===== config.mk =====
export PLATFORM = sky130hd
export DESIGN_NAME = multi_divider_flat
export DESIGN_NICKNAME = d
export VERILOG_FILES = /design/src/rtl/multi_divider_pkg.sv /design/src/rtl/multi_divider_if.sv /design/src/rtl/multi_divider_channel.sv /design/src/rtl/multi_divider.sv /design/src/flat_wrapper.sv
export SDC_FILE = /design/constraint.sdc
export NUM_CORES = 1
export LEC_CHECK = 0
export ABC_CLOCK_PERIOD_IN_PS = 18200
export BUFFER_PORTS_ARGS = -buffer_cell sky130_fd_sc_hd__buf_2
export CORE_ASPECT_RATIO = 0.5
export CORE_UTILIZATION = 40
export CTS_CLUSTER_DIAMETER = 30
export DETAILED_ROUTE_END_ITERATION = 7
export HOLD_SLACK_MARGIN = 0.08
export SLEW_MARGIN = 20
export SYNTH_ARGS = -nofsm -noshare
export SYNTH_HDL_FRONTEND = slang
export SYNTH_SLANG_ARGS = --single-unit
export TNS_END_PERCENT = 1

===== constraint.sdc =====
create_clock -name clk -period 18.2 [get_ports clk]
set_clock_uncertainty 0.15 [all_clocks]
set_input_delay 2.73 -clock clk [delete_from_list [all_inputs] [get_ports clk]]
set_output_delay 2.73 -clock clk [all_outputs]
set_load 0.02 [all_outputs]

===== src/rtl/multi_divider_pkg.sv =====
// multi_divider_pkg
//   Shared constants and types for the multi-channel clock-enable generator.
//   - mode_e      : channel output mode (pulse tick or 50% square wave)
//   - DIV_MIN     : smallest divisor a channel will accept; smaller writes are clamped
//   - CNT_W_DEF / DEFAULT_DIV_DEF : default counter width and reset divisor
//   - sel_width() : width of a channel-select field for a given channel count
package multi_divider_pkg;

  typedef enum logic {
    MODE_PULSE  = 1'b0,
    MODE_SQUARE = 1'b1
  } mode_e;

  localparam int DIV_MIN         = 2;
  localparam int CNT_W_DEF       = 21;
  localparam int DEFAULT_DIV_DEF = 200000;

  // A single channel still needs a 1-bit select so the port never collapses.
  function automatic int sel_width(input int n);
    return (n <= 1) ? 1 : $clog2(n);
  endfunction

endpackage


===== src/rtl/multi_divider_if.sv =====
// multi_divider_if
//   Control/status bundle of the multi-channel divider.
//   en, mode   : per-channel count enable and output mode
//   div_wr     : one-cycle divisor write strobe, addressed by div_sel, data div_data
//   sync_clr   : phase-aligns every channel (counters and outputs cleared)
//   out        : per-channel tick / square output
//   master drives the controls, slave is the divider itself.
interface multi_divider_if #(
  parameter int NUM_CH = 4,
  parameter int CNT_W  = 21,
  parameter int SEL_W  = 2
) ();

  logic [NUM_CH-1:0] en;
  logic [NUM_CH-1:0] mode;
  logic              div_wr;
  logic [SEL_W-1:0]  div_sel;
  logic [CNT_W-1:0]  div_data;
  logic              sync_clr;
  logic [NUM_CH-1:0] out;

  modport master (
    output en, mode, div_wr, div_sel, div_data, sync_clr,
    input  out
  );

  modport slave (
    input  en, mode, div_wr, div_sel, div_data, sync_clr,
    output out
  );

endinterface


===== src/rtl/multi_divider_channel.sv =====
// divider_channel
//   One divider channel: counter, programmable divisor, registered mode and output.
//   clk, reset : system clock, asynchronous active-high reset
//   en         : count enable
//   mode       : requested mode (0 pulse, 1 square)
//   wr         : decoded divisor write for this channel
//   wr_data    : new divisor (0/1 clamped to DIV_MIN)
//   clr        : synchronous phase clear, keeps divisor and mode
//   out        : registered tick or square output
module divider_channel
  import multi_divider_pkg::*;
#(
  parameter int CNT_W       = CNT_W_DEF,
  parameter int DEFAULT_DIV = DEFAULT_DIV_DEF
) (
  input  logic             clk,
  input  logic             reset,
  input  logic             en,
  input  logic             mode,
  input  logic             wr,
  input  logic [CNT_W-1:0] wr_data,
  input  logic             clr,
  output logic             out
);

  localparam logic [CNT_W-1:0] DIV_MIN_W = CNT_W'(DIV_MIN);
  localparam logic [CNT_W-1:0] DEF_DIV_W = CNT_W'(DEFAULT_DIV);
  localparam logic [CNT_W-1:0] ONE_W     = CNT_W'(1);

  logic [CNT_W-1:0] cnt_reg, cnt_next;
  logic [CNT_W-1:0] div_reg, div_next;
  mode_e            mode_q_reg, mode_q_next;
  logic             out_reg, out_next;

  logic [CNT_W-1:0] wr_div;
  logic             terminal;

  // A divisor below 2 would make div-1 equal 0 or wrap; clamp instead.
  assign wr_div = (wr_data < DIV_MIN_W) ? DIV_MIN_W : wr_data;

  // div >= 2 always, so div-1 in CNT_W bits never underflows and cnt
  // tops out at div-1, never wrapping past the divisor.
  assign terminal = en && (cnt_reg == (div_reg - ONE_W));

  always_comb begin
    cnt_next    = cnt_reg;
    div_next    = div_reg;
    mode_q_next = mode_q_reg;
    out_next    = out_reg;

    if (clr) begin
      cnt_next = '0;
      out_next = 1'b0;
    end else if (wr) begin
      // A write colliding with a terminal event wins: no tick, no toggle.
      div_next = wr_div;
      cnt_next = '0;
      out_next = 1'b0;
    end else if (mode_e'(mode) != mode_q_reg) begin
      // Mode switch restarts the channel from a known phase.
      mode_q_next = mode_e'(mode);
      cnt_next    = '0;
      out_next    = 1'b0;
    end else if (en) begin
      cnt_next = terminal ? '0 : (cnt_reg + ONE_W);
      if (mode_q_reg == MODE_PULSE) begin
        out_next = terminal;
      end else begin
        out_next = terminal ? ~out_reg : out_reg;
      end
    end else begin
      // Disabled: a pulse output drops, a square output freezes.
      if (mode_q_reg == MODE_PULSE) begin
        out_next = 1'b0;
      end
    end
  end

  always_ff @(posedge clk or posedge reset) begin
    if (reset) begin
      cnt_reg    <= '0;
      div_reg    <= DEF_DIV_W;
      mode_q_reg <= MODE_PULSE;
      out_reg    <= 1'b0;
    end else begin
      cnt_reg    <= cnt_next;
      div_reg    <= div_next;
      mode_q_reg <= mode_q_next;
      out_reg    <= out_next;
    end
  end

  assign out = out_reg;

endmodule


===== src/rtl/multi_divider.sv =====
// multi_divider
//   Multi-channel clock-enable generator. Each channel divides clk by its own
//   runtime-programmable divisor and emits either a one-cycle tick or a 50%
//   square wave.
//   clk   : system clock, rising edge
//   reset : asynchronous active-high reset (divisors revert to DEFAULT_DIV)
//   bus   : multi_divider_if slave (en, mode, div_wr/div_sel/div_data,
//           sync_clr in; out registered out)
module multi_divider
  import multi_divider_pkg::*;
#(
  parameter int NUM_CH      = 4,
  parameter int CNT_W       = CNT_W_DEF,
  parameter int DEFAULT_DIV = DEFAULT_DIV_DEF,
  parameter int SEL_W       = sel_width(NUM_CH)
) (
  input  logic             clk,
  input  logic             reset,
  multi_divider_if.slave   bus
);

  logic [NUM_CH-1:0] wr_strobe;
  logic [NUM_CH-1:0] ch_out;

  genvar gi;
  generate
    for (gi = 0; gi < NUM_CH; gi++) begin : g_ch
      localparam logic [SEL_W-1:0] CH_ADDR = SEL_W'(gi);

      // Only addresses 0..NUM_CH-1 have a matching channel, so a select
      // beyond the last channel reaches nobody and the write is dropped.
      assign wr_strobe[gi] = bus.div_wr && (bus.div_sel == CH_ADDR);

      divider_channel #(
        .CNT_W       (CNT_W),
        .DEFAULT_DIV (DEFAULT_DIV)
      ) u_ch (
        .clk     (clk),
        .reset   (reset),
        .en      (bus.en[gi]),
        .mode    (bus.mode[gi]),
        .wr      (wr_strobe[gi]),
        .wr_data (bus.div_data),
        .clr     (bus.sync_clr),
        .out     (ch_out[gi])
      );
    end
  endgenerate

  assign bus.out = ch_out;

endmodule


===== src/flat_wrapper.sv =====
// flat-port wrapper written by rule: the top's interface ports become plain ports
module multi_divider_flat import multi_divider_pkg::*;
#(
  parameter int NUM_CH      = 4,
  parameter int CNT_W       = CNT_W_DEF,
  parameter int DEFAULT_DIV = DEFAULT_DIV_DEF,
  parameter int SEL_W       = sel_width(NUM_CH)
)
  (clk, reset, bus_en, bus_mode, bus_div_wr, bus_div_sel, bus_div_data, bus_sync_clr, bus_out);
  multi_divider_if #(.NUM_CH(NUM_CH), .CNT_W(CNT_W), .SEL_W(SEL_W)) bus_i ();
  input  logic clk;
  input  logic reset;
  input wire logic [$bits(bus_i.en)-1:0] bus_en;
  input wire logic [$bits(bus_i.mode)-1:0] bus_mode;
  input wire logic [$bits(bus_i.div_wr)-1:0] bus_div_wr;
  input wire logic [$bits(bus_i.div_sel)-1:0] bus_div_sel;
  input wire logic [$bits(bus_i.div_data)-1:0] bus_div_data;
  input wire logic [$bits(bus_i.sync_clr)-1:0] bus_sync_clr;
  output wire logic [$bits(bus_i.out)-1:0] bus_out;
  assign bus_i.en = bus_en;
  assign bus_i.mode = bus_mode;
  assign bus_i.div_wr = bus_div_wr;
  assign bus_i.div_sel = bus_div_sel;
  assign bus_i.div_data = bus_div_data;
  assign bus_i.sync_clr = bus_sync_clr;
  assign bus_out = bus_i.out;
  multi_divider #(.NUM_CH(NUM_CH), .CNT_W(CNT_W), .DEFAULT_DIV(DEFAULT_DIV), .SEL_W(SEL_W)) u_core (.clk(clk), .reset(reset), .bus(bus_i));
endmodule

==> impl_metrics.tcl <==
set metrics [dict create \
    fin_setup_tns_ps 0 \
    crit_slowest_cell "nand4_1" \
    yosysSeqAreaShare 0.399 \
    grt_pass1_wl_mm 46.7 \
    place_inst 1553 \
    synthArstFlopShare 1.00 \
    drc 0 \
    core_area_sq_mm 0.0269 \
    rsz0062_at_grt "false" \
    final_cell_mix "dfrtp_1 (152), nand2_1 (115), nand3_1 (81)" \
    final_nets 1241 \
    cts_tree "built" \
    end_kind "flop" \
    slowest_delay_ps 820 \
    synthCells 1205 \
    avgSynthCellArea_sq_um 9.22 \
    gr-total-overflow 0 \
    rows 42 \
    drt_iter0_drc 992 \
    r2r_slack_ps 13520 \
    crit_path_frequent_cell "nand4_1" \
    wire_per_inst_um 18.1 \
    cts-root-buf "clkbuf_16" \
    ys_types 66 \
    grtUsageMet3 0.0324 \
    powerDensity_mw_per_mm2 89.6 \
    cts_resized 0 \
    antenna_left 0 \
    tightestPinTransition_ps 1130 \
    hpwl_mm 20.0 \
    drv_cap 0 \
    grt_pass1_vias 8704 \
    grt_busiest_layer "met2" \
    die_w_um 238 \
    dieArea_sq_mm 0.0285 \
    path_class "input port to flop" \
    status "completed" \
    crit_path_max_fanout 22 \
    avgViaCountPerCell 5.91 \
    ctsHoldBuffers 0 \
    cp.arrival_ps 5440 \
    final_hold_viol_count 0 \
    cp_data_required_time_ps 18340 \
    cts_sinks 176 \
    p_leak_nw 4.52 \
    setup_viol 0 \
    synth_edf_count 0 \
    drt-pass1-iter-count 6 \
    num_vias 9369 \
    finalCritPeriodShare 0.291 \
    synth_ff_type "dfrtp_1" \
    worstSetupStartpointType "input port" \
    portBuffers 38 \
    synth.cell_area_sq_mm 0.0111 \
    cts_buffer_depth 2 \
    stdcell_count 1585 \
    met2_usage 0.309 \
    grtUsageTotal 0.206 \
    start_util 0.414 \
    synth-seq-cells 176 \
    insertion_delay_ps 440 \
    cts_setup_buffers 0 \
    h-tree-depth 4 \
    cts_made_buffers 17 \
    maxSlewViolCount 0 \
    max-vdd-ir-drop_mv 0.0740 \
    synth_fp_nets 1248 \
    final.min_clock_period_ps 5300 \
    routabilityCongestion 0.873 \
    area_growth_pct 9.37 \
    ioPinCount 39 \
    grt_max_degree 111 \
    grt_util_met1 0.308 \
    routed_wl_mm 28.6 \
    slew_headroom 0.238 \
    hold_path.class "flop to flop" \
    antenna_found_initial 0 \
    yosys_warnings 0 \
    clk_pin_slew_ps 70 \
    cp_cell_sequence "buf_2 > nand3_1 > nor3_1 > nand4_1 > a2111oi_0 > nand4_1 > nand2_1 > o311ai_0" \
    fmax_ghz 0.189 \
    dieHeight_um 120 \
    final_util 0.453 \
    num_antenna_cells 0 \
    layout_commonest_cell "dfrtp_1" \
    drive_above_1_share 0.178 \
]
layout make-up:
type / instances / area [sq um]
fill: 2552 / 14700
multi-input combinational: 930 / 6320
sequential: 176 / 4430
tap: 374 / 468
clock buffer: 17 / 425
timing repair buffer: 46 / 250
clock inverter: 15 / 150
inverter: 27 / 106
metrics by stage:
stage	hold slack (ps)	cell area [sq um]	power, mW	setup WS [ps]
finish	405	12200	1.09	12900
global route	422	12200	1.14	12550
detailed placement	380	11600	0.729	12380
CTS	403	12200	1.09	12850
floorplan	339	11100	0.666	10590
global placement	369	11600	0.719	12580
synthesized netlist by cell type (11+ instances only):
library cell / number / area (sq um)
a21oi_1: 23 / 115
a31oi_1: 27 / 169
and3_1: 26 / 163
clkbuf_1: 61 / 229
dfrtp_1: 152 / 3800
dfstp_2: 24 / 631
inv_1: 27 / 101
mux2_2: 78 / 878
mux2i_1: 20 / 200
nand2_1: 115 / 432
nand2b_1: 11 / 68.8
nand3_1: 81 / 405
nand4_1: 62 / 388
nor2_1: 66 / 248
nor3_1: 35 / 175
nor4_1: 24 / 150
o211ai_1: 11 / 82.6
o21ai_0: 42 / 210
o311ai_0: 33 / 289
or2_2: 16 / 100
or3_1: 12 / 75.1
or4_1: 13 / 97.6
xnor2_1: 74 / 648
xor2_1: 41 / 359
report_power, final:
group	leakage (nW)	total [mW]	switching [mW]	internal [mW]
combinational	2.01	0.211	0.108	0.102
clock	0.266	0.364	0.182	0.182
sequential	2.24	0.515	0.0719	0.443
total	4.52	1.09	0.362	0.727
routing by layer:
metal | part of all wire | routed length [um]
met2 | 0.44 | 12600
met1 | 0.50 | 14400
met5 | 0 | 0
met4 | 0.0096 | 274
met3 | 0.044 | 1270
critical path: cells and delay by family:
family / cells / cell delay (ps)
AND/OR/NAND/NOR: 5 / 1970
AO/OA/AOI/OAI: 2 / 640
buffers and inverters: 1 / 90
cells by family (layout without fill, tap and decap cells):
| family | after synthesis | in the layout | synth area share |
|---|---|---|---|
| buf+inv | 99 | 105 | 0.0353 |
| fa+ha+maj | 8 | 8 | 0.00901 |
| xor+xnor | 115 | 115 | 0.0906 |
| mux | 99 | 99 | 0.0984 |
| compound gates | 193 | 193 | 0.120 |
| flops | 176 | 176 | 0.399 |
| simple gates | 515 | 515 | 0.248 |
worst paths after layout:
check | start | end | cells past startpoint
max | bus_en[3] | u_core.g_ch[3].u_ch.cnt_reg[14] | 8
min | u_core.g_ch[0].u_ch.div_reg[20] | u_core.g_ch[0].u_ch.div_reg[20] | 1
max reg2reg | u_core.g_ch[3].u_ch.div_reg[0] | u_core.g_ch[3].u_ch.cnt_reg[14] | 10
min reg2reg | u_core.g_ch[0].u_ch.div_reg[20] | u_core.g_ch[0].u_ch.div_reg[20] | 1
max in group asynchronous | reset | u_core.g_ch[0].u_ch.cnt_reg[14] | 3
min in group asynchronous | reset | u_core.g_ch[0].u_ch.div_reg[4] | 2
Note: power is estimated with default switching activity, not from simulation.
